**src/rtl/tlp_pkg.sv**
```systemverilog
// Shared definitions for the TLP transmit arbiter.
//   - Fmt/Type encodings that the classifier recognises
//   - Traffic class encodings (P / NP / CPL), used as requester indices
//   - Arbiter FSM state type
//   - tlp_classify(): maps a Fmt/Type pair to {class, has_data, legal}
//   - rr_next(): modulo-3 successor used by the round-robin pointer
package tlp_pkg;

    // Traffic classes; also the requester/channel index.
    localparam logic [1:0] CLS_P   = 2'd0;
    localparam logic [1:0] CLS_NP  = 2'd1;
    localparam logic [1:0] CLS_CPL = 2'd2;

    // Fmt field: bit1 = has data, bit0 = 4DW header, bit2 = TLP prefix.
    localparam logic [2:0] FMT_3DW_NODATA = 3'b000;
    localparam logic [2:0] FMT_4DW_NODATA = 3'b001;
    localparam logic [2:0] FMT_3DW_DATA   = 3'b010;
    localparam logic [2:0] FMT_4DW_DATA   = 3'b011;

    // Type field encodings.
    localparam logic [4:0] TYPE_MRD   = 5'b00000;  // MRd / MWr
    localparam logic [4:0] TYPE_MRDLK = 5'b00001;
    localparam logic [4:0] TYPE_IO    = 5'b00010;  // IORd / IOWr
    localparam logic [4:0] TYPE_CFG0  = 5'b00100;
    localparam logic [4:0] TYPE_CFG1  = 5'b00101;
    localparam logic [4:0] TYPE_MSG   = 5'b10000;  // any type with bit4 set
    localparam logic [4:0] TYPE_CPL   = 5'b01010;  // Cpl / CplD

    typedef enum logic [1:0] {
        S_IDLE = 2'd0,
        S_ARB  = 2'd1,
        S_XFER = 2'd2
    } arb_state_t;

    typedef struct packed {
        logic [1:0] cls;
        logic       has_data;
        logic       legal;
    } tlp_class_t;

    function automatic tlp_class_t tlp_classify(input logic [2:0] fmt,
                                                input logic [4:0] typ);
        tlp_class_t r;
        r.cls      = CLS_P;
        r.has_data = fmt[1];
        r.legal    = 1'b0;
        if (fmt[2]) begin
            // TLP prefixes are not supported on this path.
            r.legal = 1'b0;
        end else if (typ[4]) begin
            r.cls   = CLS_P;
            r.legal = 1'b1;
        end else begin
            case (typ)
                TYPE_MRD: begin
                    r.cls   = fmt[1] ? CLS_P : CLS_NP;
                    r.legal = 1'b1;
                end
                TYPE_MRDLK: begin
                    r.cls   = CLS_NP;
                    r.legal = !fmt[1];
                end
                TYPE_IO, TYPE_CFG0, TYPE_CFG1: begin
                    // IO and config requests only exist with a 3DW header.
                    r.cls   = CLS_NP;
                    r.legal = !fmt[0];
                end
                TYPE_CPL: begin
                    r.cls   = CLS_CPL;
                    r.legal = !fmt[0];
                end
                default: r.legal = 1'b0;
            endcase
        end
        return r;
    endfunction

    function automatic logic [1:0] rr_next(input logic [1:0] x);
        return (x == 2'd2) ? 2'd0 : x + 2'd1;
    endfunction

endpackage

```
**src/rtl/tlp_credit_counter.sv**
```systemverilog
// Header + data flow-control credit pair for one traffic class.
// Ports:
//   clk, rst_n       clock, asynchronous active-low reset (loads *_INIT)
//   debit            consume one header credit and debit_data data credits
//   debit_data       data credits consumed with the debit
//   ret_valid        credit return strobe for this class
//   ret_hdr          return one header credit
//   ret_data         data credits returned
//   hdr_cred         current header credits
//   data_cred        current data credits
// A debit and a return in the same cycle are both applied; results
// saturate at all-ones.
module tlp_credit_counter #(
    parameter int CRED_W    = 8,
    parameter int HDR_INIT  = 8,
    parameter int DATA_INIT = 64
) (
    input  logic              clk,
    input  logic              rst_n,
    input  logic              debit,
    input  logic [CRED_W-1:0] debit_data,
    input  logic              ret_valid,
    input  logic              ret_hdr,
    input  logic [CRED_W-1:0] ret_data,
    output logic [CRED_W-1:0] hdr_cred,
    output logic [CRED_W-1:0] data_cred
);

    localparam logic [CRED_W-1:0] SAT = '1;

    // One extra bit catches overflow. The arbiter only debits what it has
    // checked is available, so the subtraction never goes negative.
    logic [CRED_W:0] hdr_sum;
    logic [CRED_W:0] data_sum;

    always_comb begin
        hdr_sum  = {1'b0, hdr_cred}
                 + {{CRED_W{1'b0}}, (ret_valid & ret_hdr)}
                 - {{CRED_W{1'b0}}, debit};
        data_sum = {1'b0, data_cred}
                 + (ret_valid ? {1'b0, ret_data} : '0)
                 - (debit ? {1'b0, debit_data} : '0);
    end

    always_ff @(posedge clk or negedge rst_n) begin
        if (!rst_n) begin
            hdr_cred  <= CRED_W'(HDR_INIT);
            data_cred <= CRED_W'(DATA_INIT);
        end else begin
            hdr_cred  <= hdr_sum[CRED_W]  ? SAT : hdr_sum[CRED_W-1:0];
            data_cred <= data_sum[CRED_W] ? SAT : data_sum[CRED_W-1:0];
        end
    end

endmodule

```
**src/rtl/tlp_tx_arbiter.sv**
```systemverilog
// PCIe transaction-layer TX scheduler: shares one TLP stream between the
// posted (0), non-posted (1) and completion (2) requesters.
// Ports:
//   clk, rst_n                 clock, asynchronous active-low reset
//   req_valid[3]               per-requester request valid
//   req_fmt[9], req_type[15]   per-requester Fmt/Type, packed {cpl,np,p}
//   req_len[30]                per-requester length in DW, 0 means 1024
//   req_ready[3]               one-hot: request accepted (or dropped) now
//   beat_ready[3]              one-hot: owner may present its next beat
//   tx_valid/tx_ready          beat handshake toward the link layer
//   tx_sel, tx_sop, tx_eop     beat owner, header beat, last beat
//   cred_ret_*                 flow-control credit return
//   illegal_req                one-cycle pulse when a request is dropped
// Handshakes: a request is consumed in the cycle req_ready[i] is high; a
// beat is consumed on a clock edge where tx_valid && tx_ready, and then
// beat_ready[owner] is high in that same cycle. tx_valid never drops
// while waiting for tx_ready.
// Build option: define POSTED_STRICT_PRIO_EN to give an eligible posted
// request absolute priority; the round-robin pointer then only arbitrates
// between NP and CPL. Undefined: plain 3-way round-robin.
// The FSM state is the `state` signal of this module.
module tlp_tx_arbiter
    import tlp_pkg::*;
#(
    parameter int P_HDR_CRED    = 8,
    parameter int P_DATA_CRED   = 64,
    parameter int NP_HDR_CRED   = 8,
    parameter int CPL_HDR_CRED  = 8,
    parameter int CPL_DATA_CRED = 64,
    parameter int CRED_W        = 8
) (
    input  logic              clk,
    input  logic              rst_n,
    input  logic [2:0]        req_valid,
    input  logic [8:0]        req_fmt,
    input  logic [14:0]       req_type,
    input  logic [29:0]       req_len,
    output logic [2:0]        req_ready,
    output logic [2:0]        beat_ready,
    output logic              tx_valid,
    input  logic              tx_ready,
    output logic [1:0]        tx_sel,
    output logic              tx_sop,
    output logic              tx_eop,
    input  logic              cred_ret_valid,
    input  logic [1:0]        cred_ret_class,
    input  logic              cred_ret_hdr,
    input  logic [CRED_W-1:0] cred_ret_data,
    output logic              illegal_req
);

    arb_state_t state, state_nxt;
    logic [1:0]  rr_ptr, rr_ptr_nxt;
    logic [1:0]  win_q, win_nxt;
    logic [10:0] beats_q, beats_nxt;
    logic        first_q, first_nxt;

    tlp_class_t        cls_info  [3];
    logic [10:0]       len_dw    [3];
    logic [11:0]       need      [3];   // data credits needed (max 256)
    logic [CRED_W-1:0] hdr_cred  [3];
    logic [CRED_W-1:0] data_cred [3];
    logic [2:0]        elig;
    logic [2:0]        illegal;
    logic [2:0]        debit;
    logic [2:0]        ret_hit;

    logic       pick_found;
    logic [1:0] pick;
    logic [1:0] cand;
    logic       ill_found;
    logic [1:0] ill_pick;

    // ---------------- classification and eligibility ----------------
    always_comb begin
        for (int i = 0; i < 3; i++) begin
            cls_info[i] = tlp_classify(req_fmt[3*i +: 3], req_type[5*i +: 5]);
            len_dw[i]   = (req_len[10*i +: 10] == 10'd0) ? 11'd1024
                                                         : {1'b0, req_len[10*i +: 10]};
            // ceil(len/4) in 4-DW credits
            need[i]     = cls_info[i].has_data
                        ? {3'b000, len_dw[i][10:2]} + {11'd0, |len_dw[i][1:0]}
                        : 12'd0;
            illegal[i]  = req_valid[i] && (!cls_info[i].legal || cls_info[i].cls != 2'(i));
            // NP writes are single-DW IO/Cfg and carry no data-credit check.
            elig[i]     = req_valid[i] && cls_info[i].legal && (cls_info[i].cls == 2'(i))
                        && (hdr_cred[i] != '0)
                        && ((cls_info[i].cls == CLS_NP) || (12'(data_cred[i]) >= need[i]));
        end
    end

    // ---------------- winner selection ----------------
    always_comb begin
        pick_found = 1'b0;
        pick       = 2'd0;
        cand       = rr_ptr;
`ifdef POSTED_STRICT_PRIO_EN
        if (elig[CLS_P]) begin
            pick_found = 1'b1;
            pick       = CLS_P;
        end
`endif
        // Scan rr_ptr, rr_ptr+1, rr_ptr+2; ineligible channels are skipped
        // so a credit-starved class never blocks the others.
        for (int k = 0; k < 3; k++) begin
            if (!pick_found && elig[cand]) begin
                pick_found = 1'b1;
                pick       = cand;
            end
            cand = rr_next(cand);
        end

        ill_found = 1'b0;
        ill_pick  = 2'd0;
        for (int i = 2; i >= 0; i--) begin
            if (illegal[i]) begin
                ill_found = 1'b1;
                ill_pick  = 2'(i);
            end
        end
    end

    // ---------------- FSM ----------------
    always_ff @(posedge clk or negedge rst_n) begin
        if (!rst_n) begin
            state   <= S_IDLE;
            rr_ptr  <= 2'd0;
            win_q   <= 2'd0;
            beats_q <= 11'd0;
            first_q <= 1'b0;
        end else begin
            state   <= state_nxt;
            rr_ptr  <= rr_ptr_nxt;
            win_q   <= win_nxt;
            beats_q <= beats_nxt;
            first_q <= first_nxt;
        end
    end

    always_comb begin
        state_nxt   = state;
        rr_ptr_nxt  = rr_ptr;
        win_nxt     = win_q;
        beats_nxt   = beats_q;
        first_nxt   = first_q;
        req_ready   = 3'b000;
        beat_ready  = 3'b000;
        debit       = 3'b000;
        tx_valid    = 1'b0;
        tx_sel      = 2'd0;
        tx_sop      = 1'b0;
        tx_eop      = 1'b0;
        illegal_req = 1'b0;

        case (state)
            S_IDLE: begin
                if ((|elig) || (|illegal)) state_nxt = S_ARB;
            end
            S_ARB: begin
                state_nxt = S_IDLE;
                // Malformed requests are flushed before anything is granted
                // so they cannot sit in front of a requester forever.
                if (ill_found) begin
                    illegal_req         = 1'b1;
                    req_ready[ill_pick] = 1'b1;
                end else if (pick_found) begin
                    req_ready[pick] = 1'b1;
                    debit[pick]     = 1'b1;
                    win_nxt         = pick;
                    beats_nxt       = 11'd1 + (cls_info[pick].has_data ? len_dw[pick] : 11'd0);
                    first_nxt       = 1'b1;
                    rr_ptr_nxt      = rr_next(pick);
                    state_nxt       = S_XFER;
                end
            end
            S_XFER: begin
                tx_valid = 1'b1;
                tx_sel   = win_q;
                tx_sop   = first_q;
                tx_eop   = (beats_q == 11'd1);
                if (tx_ready) begin
                    beat_ready[win_q] = 1'b1;
                    beats_nxt         = beats_q - 11'd1;
                    first_nxt         = 1'b0;
                    if (beats_q == 11'd1) state_nxt = S_IDLE;
                end
            end
            default: state_nxt = S_IDLE;
        endcase
    end

    // ---------------- credit counters ----------------
    always_comb begin
        for (int i = 0; i < 3; i++) begin
            ret_hit[i] = cred_ret_valid && (cred_ret_class == 2'(i));
        end
    end

    tlp_credit_counter #(
        .CRED_W(CRED_W), .HDR_INIT(P_HDR_CRED), .DATA_INIT(P_DATA_CRED)
    ) u_cred_p (
        .clk(clk), .rst_n(rst_n),
        .debit(debit[0]), .debit_data(CRED_W'(need[0])),
        .ret_valid(ret_hit[0]), .ret_hdr(cred_ret_hdr), .ret_data(cred_ret_data),
        .hdr_cred(hdr_cred[0]), .data_cred(data_cred[0])
    );

    // NP data is never debited; its data counter only tracks returns.
    tlp_credit_counter #(
        .CRED_W(CRED_W), .HDR_INIT(NP_HDR_CRED), .DATA_INIT(0)
    ) u_cred_np (
        .clk(clk), .rst_n(rst_n),
        .debit(debit[1]), .debit_data('0),
        .ret_valid(ret_hit[1]), .ret_hdr(cred_ret_hdr), .ret_data(cred_ret_data),
        .hdr_cred(hdr_cred[1]), .data_cred(data_cred[1])
    );

    tlp_credit_counter #(
        .CRED_W(CRED_W), .HDR_INIT(CPL_HDR_CRED), .DATA_INIT(CPL_DATA_CRED)
    ) u_cred_cpl (
        .clk(clk), .rst_n(rst_n),
        .debit(debit[2]), .debit_data(CRED_W'(need[2])),
        .ret_valid(ret_hit[2]), .ret_hdr(cred_ret_hdr), .ret_data(cred_ret_data),
        .hdr_cred(hdr_cred[2]), .data_cred(data_cred[2])
    );

endmodule

```
**config.mk**
```make
export PLATFORM = sky130hd
export DESIGN_NAME = tlp_tx_arbiter
export DESIGN_NICKNAME = d
export VERILOG_FILES = /design/src/rtl/tlp_pkg.sv /design/src/rtl/tlp_credit_counter.sv /design/src/rtl/tlp_tx_arbiter.sv
export SDC_FILE = /design/constraint.sdc
export NUM_CORES = 1
export LEC_CHECK = 0
export BUFFER_PORTS_ARGS = -buffer_cell sky130_fd_sc_hd__buf_2
export CAP_MARGIN = 15
export CORE_MARGIN = 4
export CORE_UTILIZATION = 59
export CTS_BUF_LIST = sky130_fd_sc_hd__clkbuf_16
export CTS_CLUSTER_SIZE = 14
export DETAILED_ROUTE_END_ITERATION = 16
export HOLD_SLACK_MARGIN = 0.02
export PLACE_DENSITY = 0.81
export SKIP_CTS_REPAIR_TIMING = 1
export SLEW_MARGIN = 20
export SYNTH_ARGS = -nofsm -noshare
export SYNTH_HDL_FRONTEND = slang
export SYNTH_SLANG_ARGS = --single-unit
```
**constraint.sdc**
```tcl
create_clock -name clk -period 5.9 [get_ports clk]
set_input_delay 0.295 -clock clk [delete_from_list [all_inputs] [get_ports clk]]
set_output_delay 0.295 -clock clk [all_outputs]
set_load 0.005 [all_outputs]
```
# --- Word-level counts from Yosys, hierarchy flattened ---
# Cells that the tools add are included.
# W data, S select, Z words.
classes:
  add_sub_neg: 19
  mul: 0
  div_mod_pow: 0
  magnitude_cmp: 13
  n_eq_ne: 34
  shifts: 0
  mux: 99
  bitwise: 5
  reduce_logical: 69
op_table:
  columns: ["op", "n"]
  rows:
  - ["$mux W11", 9]
  - ["$mux W8", 11]
  - ["$mux W2", 23]
  - ["$add A9 B1 Y10", 3]
  - ["$eq A5 B3 Y1 const B", 6]
  - ["$ge A8 B10 Y1", 3]
  - ["$logic_not A10 Y1", 3]
  - ["$mux W10", 3]
  - ["$mux W1", 29]
  - ["$add A8 B1 Y9", 3]
  - ["$add A8 B9 Y9", 3]
  - ["$sub A9 B1 Y9", 3]
  - ["$pmux W2 S3", 4]
  - ["$reduce_bool A8 Y1", 3]
  - ["$reduce_or A4 Y1", 6]
  - ["$logic_and A1 B1 Y1", 23]
  - ["$bmux W11 S2", 1]
  - ["$pmux W11 S2", 1]
  - ["$mux W3", 7]
  - ["$lt A2 B3 Y1 const B", 6]
  - ["$sub A9 B9 Y9", 2]
  - ["$eq A5 B1 Y1 const B", 3]
  - ["$eq A5 B2 Y1 const B", 3]
  - ["$eq A5 B4 Y1 const B", 3]
  - ["27 further kinds", 78]
totals:
  reg_bits: 66
  latch_bits: 0
  ramBits: 0
  mem_bits_ro: 0
  output_inout_bits: 12
  mem_count: 0

# --- Longest topological paths before layout ---
# Gate-level depths: netlist (run 1).
depth:
  depth_word: 28
  mapped_depth: 31
  mapped_depth_nobuf: 31

# --- Modules after synthesis ---
# Synthesis (run 1) repeated with hierarchy kept, for this count alone.
hier_totals:
  hier_cells: 870
  hier_area_um2: 7382.1
modules_own_cells:
  columns: ["module", "instances", "cells_per_inst", "area_per_inst_um2", "seq_area_each_um2"]
  rows:
  - ["tlp_tx_arbiter", 1, 369, 2860.2, 450.4]
  - ["tlp_credit_counter at u_cred_cpl", 1, 167, 1508.9, 402.9]
  - ["tlp_credit_counter at u_cred_np", 1, 167, 1507.7, 401.6]
  - ["tlp_credit_counter at u_cred_p", 1, 167, 1505.2, 402.9]

# --- Worst setup path after synthesis (run 1) ---
# No wires, ideal clock.
synth_timing:
  path_kind: "input to register"
  start: "input req_len[20]"
  end: "register u_cred_np.hdr_cred[1]"
  arrival_time_ns: 5.409
  required_time_ns: 5.763
  slack_ns: 0.353
  stages: 30
  n_path_buf: 1
  path_cell_list: "or2_2 > ha_1 > ha_1 > nand3_1 > o21a_1 > o21ai_0 > ha_1 > and4_1 > nand2_1 > a21oi_1 > o21ai_0 > o311a_1 > or2_2 > clkbuf_1 > a21oi_1 > ha_1 > inv_1 > ha_1 > inv_1 > fa_1 > inv_1 > a21oi_1 > nor2_1 > o21ai_0 > a21oi_1 > o21ai_0 > a21oi_1 > nor2_1 > xnor2_1 > nand2_1"
synth_via:
  elab_chain_len: 26
  word_cells_on_any_way: 34
synth_rtl:
  columns: ["element", "line", "text"]
  rows:
  - ["from (decl)", "tlp_tx_arbiter.sv:37", "input logic [29:0] req_len,"]
  - ["$logic_not A10 Y1", "tlp_tx_arbiter.sv:78", "len_dw[i] = (req_len[10*i +: 10] == 10'd0) ? 11'd1024"]
  - ["$mux W11 *", "tlp_tx_arbiter.sv:78", null]
  - ["$reduce_or A2 Y1", "tlp_tx_arbiter.sv:82", "? {3'b000, len_dw[i][10:2]} + {11'd0, |len_dw[i][1:0]}"]
  - ["$add A9 B1 Y10 *", "tlp_tx_arbiter.sv:82", null]
  - ["$mux W10 *", "tlp_tx_arbiter.sv:82", null]
  - ["$ge A8 B10 Y1 *", "tlp_tx_arbiter.sv:88", "&& ((cls_info[i].cls == CLS_NP) || (12'(data_cred[i]) >= need[i]));"]
  - ["$logic_or A1 B1 Y1 *", "tlp_tx_arbiter.sv:88", null]
  - ["$logic_and A1 B1 Y1 *", "tlp_tx_arbiter.sv:88", null]
  - ["[... 10 more ...]", null, null]
  - ["$logic_and A1 B1 Y1 (not written as such)", "tlp_tx_arbiter.sv:168", "debit[pick] = 1'b1;"]
  - ["$mux W1 (not written as such)", "tlp_tx_arbiter.sv:168", null]
  - ["$demux W1 S2", "tlp_tx_arbiter.sv:168", null]
  - ["$mux W3 *", "tlp_tx_arbiter.sv:166", "end else if (pick_found) begin"]
  - ["$mux W3 *", "tlp_tx_arbiter.sv:163", "if (ill_found) begin"]
  - ["$mux W3 *", "tlp_tx_arbiter.sv:155", "case (state)"]
  - ["$sub A9 B1 Y9 *", "tlp_credit_counter.sv:39", "- {{CRED_W{1'b0}}, debit};"]
  - ["$mux W8 *", "tlp_credit_counter.sv:50", "hdr_cred <= hdr_sum[CRED_W] ? SAT : hdr_sum[CRED_W-1:0];"]
  - ["to (signal assigned)", "tlp_credit_counter.sv:47", "hdr_cred <= CRED_W'(HDR_INIT);"]
  - ["to (signal assigned)", "tlp_credit_counter.sv:50", null]
  - ["to (decl)", "tlp_credit_counter.sv:25", "output logic [CRED_W-1:0] hdr_cred,"]
# Every way passes the cells marked *; elsewhere a longest branch is shown, timed or not. The select of a mux whose other input is x is not followed.
# A chain may end at the register's enable or synchronous reset.

# --- Final worst setup path (run 1) ---
layout_timing:
  start: "input req_len[0]"
  end: "register u_cred_cpl.hdr_cred[0]"
layout_via:
  elab_chain_len: 26
  word_cells_on_any_way: 34
layout_rtl:
  columns: ["element", "line"]
  rows:
  - ["$logic_not A10 Y1", "tlp_tx_arbiter.sv:78"]
  - ["$mux W11 *", "tlp_tx_arbiter.sv:78"]
  - ["$reduce_or A2 Y1", "tlp_tx_arbiter.sv:82"]
  - ["$add A9 B1 Y10 *", "tlp_tx_arbiter.sv:82"]
  - ["$mux W10 *", "tlp_tx_arbiter.sv:82"]
  - ["$ge A8 B10 Y1 *", "tlp_tx_arbiter.sv:88"]
  - ["$logic_or A1 B1 Y1 *", "tlp_tx_arbiter.sv:88"]
  - ["$logic_and A1 B1 Y1 *", "tlp_tx_arbiter.sv:88"]
  - ["[... 10 more ...]", null]
  - ["$logic_and A1 B1 Y1 (not written as such)", "tlp_tx_arbiter.sv:168"]
  - ["$mux W1 (not written as such)", "tlp_tx_arbiter.sv:168"]
  - ["$demux W1 S2", "tlp_tx_arbiter.sv:168"]
  - ["$mux W3 *", "tlp_tx_arbiter.sv:166"]
  - ["$mux W3 *", "tlp_tx_arbiter.sv:163"]
  - ["$mux W3 *", "tlp_tx_arbiter.sv:155"]
  - ["$sub A9 B1 Y9 *", "tlp_credit_counter.sv:39"]
  - ["$mux W8 *", "tlp_credit_counter.sv:50"]
  - ["to (signal assigned)", "tlp_credit_counter.sv:47"]
  - ["to (signal assigned)", "tlp_credit_counter.sv:50"]
  - ["to (decl)", "tlp_credit_counter.sv:25"]
# Marked as above.

==> impl_metrics.tcl, run 1 <==
set metrics [dict create \
    fin_cells 1005 \
    drt_iter0_drc 422 \
    syn_area_per_cell_um2 8.18 \
    register_area_mm2 0.00146 \
    drv_slew 0 \
    setup_violations 0 \
    antenna_found_initial 0 \
    io_buffers 82 \
    placed_cells 989 \
    ys_seq_area_frac 0.236 \
    h-tree-depth 3 \
    synthesis.nets 924 \
    powerDensity_mw_per_mm2 430 \
    routed_wl_um 17200 \
    synthCells 756 \
    hold_viol 0 \
    grt_use_total 0.297 \
    r2r_start "u_cred_p.hdr_cred[3]" \
    root_buffer "clkbuf_16" \
    die_h_um 110 \
    vdd_ir_drop_max_mv 0.425 \
    drc 0 \
    area_growth_pct 17.6 \
    yosysMostFrequentCell "nand2_1" \
    final_core_util 0.707 \
    fp-row-count 37 \
    yosys_warnings 0 \
    status "complete, no violations" \
    crit_type "in2reg" \
    hpwl_um 13400 \
    drv_cap 0 \
    final_nets 1032 \
    pin_count 84 \
    fin_ws_ns 0.284 \
    clk_latency_ns 0.34 \
    synth_async_sr_flop_share 1.00 \
    num_vias 5986 \
    min_period_over_period 0.952 \
    timing.setup.tns_ns 0 \
    cts_tree "yes" \
    cp_data_arrival_time_ns 5.82 \
    reg2regPathDepth 28 \
    crit_path_start_kind "input pin" \
    period_needed_ns 5.62 \
    path_clk_slew_ns 0.05 \
    r2r-end "u_cred_cpl.hdr_cred[0]" \
    ys.flop_type "dfrtp_1" \
    max_stage_delay_ns 0.52 \
    initial_core_util 0.601 \
    cts.path.max_buffers 2 \
    wire_per_inst_um 17.1 \
    grt_max_degree 59 \
    grt_pass1_vias 6041 \
    drtPass1Iterations 6 \
    synth.distinct_cells 66 \
    multiInputGateArea_mm2 0.00434 \
    synth_seq_cells 58 \
    synth.top_cell.area_share 0.215 \
    cts_buffers 9 \
    overflow 0 \
    critPathMaxFanout 8 \
    core_area_mm2 0.0103 \
    p_leak_nw 3.55 \
    die_width_um 110 \
    grt_pass1_wl_um 28300 \
    max_slew_margin 0.456 \
    yosys.area.top_type "dfrtp_1" \
    clock_sinks 58 \
    drive_above_1_share 0.183 \
    die-area_mm2 0.0122 \
    worst_slew_pin_slew_ns 0.809 \
    cp_slowest_cell "or4_4" \
    dpl_worst_slack_ns -0.124 \
    cp.required_ns 6.11 \
    rsz0062_at_grt "false" \
    power_mw 3.13 \
    synth_edf_count 0 \
    synth_area_leaders "dfrtp_1 21%, ha_1 16%, fa_1 6.2%" \
    antenna-diode-count 0 \
    synth_commonest_cells "94 x nand2_1, 92 x inv_1, 77 x ha_1, 53 x dfrtp_1, 47 x a21oi_1" \
    endpoint_kind "register" \
    fmax_mhz 178 \
    vias_per_cell 5.96 \
    fillers 858 \
    antenna_left 0 \
    netlist_area_mm2 0.00618 \
    crit_start "req_len[0]" \
    fin_skew_ns 0.00723 \
    ff2ff_setup_slack_ns 0.79 \
    gp_congestion 1.00 \
    hp-class "in2async" \
]
[cell usage in the layout, fill, tap and decap left out, types with 6 or more instances in the layout]
cell type and n:
nand3_1 21, nor3_1 21, nand2_1 94, clkbuf_16 9
inv_1 92, a21oi_1 44, buf_4 32, o21bai_1 15
buf_2 82, nand2b_1 15, a21o_1 10, and2_1 23
dfrtp_1 53, nor2_1 37, and3_1 6, o21ai_0 29
a32oi_1 6, nor4_1 6, xor2_1 11, fa_1 19
or2_2 8, ha_1 76, or3_1 13, xnor2_1 32
[logic make-up after synthesis]
family / count (synthesis) / share of synthesized area
AO/OA/AOI/OAI: 165 / 0.178
XOR/XNOR: 43 / 0.0609
adder cells (fa/ha/maj): 96 / 0.217
buffers and inverters: 109 / 0.0666
flip-flops: 58 / 0.236
multiplexers: 7 / 0.0117
AND/OR/NAND/NOR: 278 / 0.229
[routing by layer]
metal,wire [um],GRT usage,vias up
met1,7280,0.390,2866
met4,455,0.116,0
met5,0,0,-
met2,8290,0.501,230
met3,1130,0.0349,35
li1,-,-,2855
[registers in the layout, indices dropped and copies added, names as in the netlist]
register and flops:
win_q 2, u_cred_cpl.data_cred 8, rr_ptr 2, u_cred_cpl.hdr_cred 8, u_cred_p.data_cred 8, u_cred_p.hdr_cred 8, beats_q 11, first_q 1
u_cred_np.hdr_cred 8, state 2
[through the flow]
stage | hold slack [ns] | area (um^2)
2_1_floorplan | -0.000591 | 6180
3_3_place_gp | 0.453 | 6940
3_5_place_dp | 0.465 | 6940
4_1_cts | 0.147 | 7250
5_1_grt | 0.183 | 7270
6_report | 0.101 | 7270
[where the power goes]
part,internal (mW),switching (mW)
Clock,0.365,0.201
Combinational,0.848,1.02
Sequential,0.572,0.118
Total,1.79,1.34
[final cells by class]
class                   count  area share
clock buffers               9      0.0310
inverters                  92      0.0475
clock inverters             7      0.0117
flip-flops and latches     58       0.201
repair buffers            114      0.0895
well taps                 136      0.0234
multi-input cells         589       0.596
[worst max-delay path: cells and delay by family]
| family | cells | cell delay, ns |
|---|---|---|
| AND/OR/NAND/NOR | 11 | 1.98 |
| adder cells (fa/ha/maj) | 6 | 1.54 |
| buffers and inverters | 8 | 0.90 |
| AO/OA/AOI/OAI | 6 | 0.82 |
| XOR/XNOR | 2 | 0.27 |
[how the worst max path moves through the flow]
stage / end / slack (ns) / cells after the start
final: u_cred_cpl.hdr_cred[0] / 0.28 / 33
after global routing: u_cred_cpl.hdr_cred[0] / 0.0006 / 34
after CTS: u_cred_np.hdr_cred[0] / 0.15 / 32
after detailed placement: u_cred_np.hdr_cred[6] / -0.12 / 32
after global placement: u_cred_np.hdr_cred[0] / 0.11 / 32
after floorplan: u_cred_np.hdr_cred[1] / 0.35 / 30
Power figures use the tool's default switching activity.
==> run 2: changes to the inputs <==
--- a/config.mk
+++ b/config.mk
@@ -8,14 +8,15 @@
 export BUFFER_PORTS_ARGS = -buffer_cell sky130_fd_sc_hd__buf_2
 export CAP_MARGIN = 15
 export CORE_MARGIN = 4
-export CORE_UTILIZATION = 59
+export CORE_UTILIZATION = 60
 export CTS_BUF_LIST = sky130_fd_sc_hd__clkbuf_16
 export CTS_CLUSTER_SIZE = 14
 export DETAILED_ROUTE_END_ITERATION = 16
 export HOLD_SLACK_MARGIN = 0.02
-export PLACE_DENSITY = 0.81
+export PLACE_DENSITY = 0.82
 export SKIP_CTS_REPAIR_TIMING = 1
 export SLEW_MARGIN = 20
 export SYNTH_ARGS = -nofsm -noshare
 export SYNTH_HDL_FRONTEND = slang
+export SYNTH_HIERARCHICAL = 1
 export SYNTH_SLANG_ARGS = --single-unit
==> run 2 against run 1 <==
Net effect: routed wire length shrank 1.3%; clock skew grew 0.0021 ns; non-clock buffer count shrank 23; worst setup slack gained 0.014 ns; cell count shrank 0.60%; hold slack gained 0.018 ns; count of clock-buffer cells in the layout is the same; via count grew 2.1%; final area grew 1.8%; power grew 7.5%; highest routed layer unchanged; first-iteration DRC count grew 8.3%; die area grew 3.1%; largest power group unchanged.
==> impl_metrics.tcl, run 2 <==
set metrics [dict create \
    initial_core_util 0.624 \
    vdd_ir_drop_max_mv 0.401 \
    die-area_mm2 0.0126 \
    timing.setup.tns_ns 0 \
    top_register "beats_q" \
    p_switching_mw 1.49 \
    switching_share 0.443 \
    max_stage_delay_ns 0.52 \
    die_h_um 112 \
    placed_cells 982 \
    root_buffer "clkbuf_16" \
    critPathTopFamily "simple AND/OR/NAND/NOR gates" \
    yosys_warnings 6 \
    fin_cells 999 \
    cp_data_arrival_time_ns 5.86 \
    final_nets 1016 \
    antenna_left 0 \
    vias_per_cell 6.12 \
    p_leak_nw 3.61 \
    crit_type "in2reg" \
    grt_pass1_wl_um 28200 \
    io_buffers 82 \
    hold_viol 0 \
    max_slew_margin 0.477 \
    cts_buffers 9 \
    clkPwrFrac 0.183 \
    pin_count 84 \
    syn_area_per_cell_um2 8.39 \
    wire_per_inst_um 17.0 \
    worst_slew_pin_slew_ns 0.785 \
    power_mw 3.36 \
    die_width_um 112 \
    cp.required_ns 6.16 \
    setup_violations 0 \
    fp-row-count 37 \
    grt_use_total 0.272 \
    fmax_mhz 179 \
    fin_skew_ns 0.00935 \
    hpwl_um 13400 \
    cts.path.max_buffers 2 \
    num_vias 6111 \
    crit_path_start_kind "input pin" \
    rsz0062_at_grt "false" \
    final_cell_mix "91 x inv_1, 82 x buf_2, 74 x nand2_1" \
    h-tree-depth 3 \
    core_area_mm2 0.0104 \
    endpoint_kind "register" \
    drtPass1Iterations 5 \
    grt_pass1_vias 6052 \
    drive_above_1_share 0.180 \
    clock_sinks 58 \
    critPathMaxFanout 7 \
    synthCells 774 \
    p_comb_frac 0.601 \
    cts_tree "yes" \
    drt_iter0_drc 457 \
    drc 0 \
    overflow 0 \
    path_clk_slew_ns 0.06 \
    drv_cap 0 \
    power.internal_mw 1.87 \
    gp_congestion 0.963 \
    cp_slowest_cell "or4b_4" \
    netlist_area_mm2 0.00650 \
    worstPathBufferInverterCount 3 \
    powerDensity_mw_per_mm2 454 \
    p_seq_frac 0.216 \
    clk_latency_ns 0.33 \
    largest_reg_flops 11 \
    routed_wl_um 16900 \
    area_growth_pct 13.9 \
    status "complete, no violations" \
    drv_slew 0 \
    period_needed_ns 5.60 \
    min_period_over_period 0.949 \
    grt_max_degree 59 \
    hp-class "in2async" \
    final_common_cell "inv_1" \
    antenna_found_initial 1 \
    synthesis.nets 933 \
]
[run 2: cell types whose count changed in the layout (fill, tap and decap cells not counted), moves of 10 or more]
cell | previous run | this run
a21oi_1 | 44 | 33
buf_4 | 32 | 9
nand2_1 | 94 | 74
nand2b_1 | 15 | 35
nor2_1 | 37 | 48
o211ai_1 | 3 | 13
o21ai_0 | 29 | 40
xnor2_1 | 32 | 17
xor2_1 | 11 | 28
[run 2: final cells by class]
cell class | instances | area, um^2
diodes | 1 | 2.50
multi-input cells | 606 | 4610
well taps | 136 | 170
clock buffers | 9 | 225
flip-flops and latches | 58 | 1460
inverters | 91 | 342
repair buffers | 91 | 478
fillers | 794 | 3020
clock inverters | 7 | 118
[run 2: worst paths after layout]
| kind | startpoint | end | slack [ns] | depth (start not counted) |
|---|---|---|---|---|
| max in group asynchronous | rst_n | u_cred_p/hdr_cred[6] | 5.25 | 2 |
| min reg2reg | first_q | first_q | 0.48 | 2 |
| min | rst_n | u_cred_p/data_cred[1] | 0.12 | 2 |
| max reg2reg | u_cred_p/data_cred[5] | u_cred_p/data_cred[3] | 1.13 | 18 |
| min in group clk | tx_ready | state[1] | 0.30 | 4 |
| max | req_len[20] | u_cred_p/data_cred[3] | 0.30 | 27 |
[run 2: metal layers]
metal	GRT usage	wire, um
met5	0	0
met4	0.0729	385
met3	0.0539	1290
met2	0.458	8000
met1	0.358	7270
[run 2: power by group through the flow]
stage / sequential [mW] / clock [mW] / combinational, mW
global placement: 0.720 / 0 / 1.88
floorplan: 0.686 / 0 / 1.58
CTS: 0.723 / 0.619 / 2.00
global route: 0.748 / 0.643 / 2.28
detailed placement: 0.727 / 0 / 1.98
finish: 0.727 / 0.614 / 2.02
[run 2: metrics by stage]
stage          worst slack [ns]  hold slack [ns]  utilization  cell area (um^2)
2_1_floorplan             0.352        -0.000591            -              6500
3_5_place_dp             0.0766            0.460        0.677              7060
4_1_cts                   0.331            0.156        0.710              7400
6_report                  0.299            0.119        0.711              7400
5_1_grt                 0.00595            0.202        0.711              7400
3_3_place_gp              0.266            0.456        0.677              7060
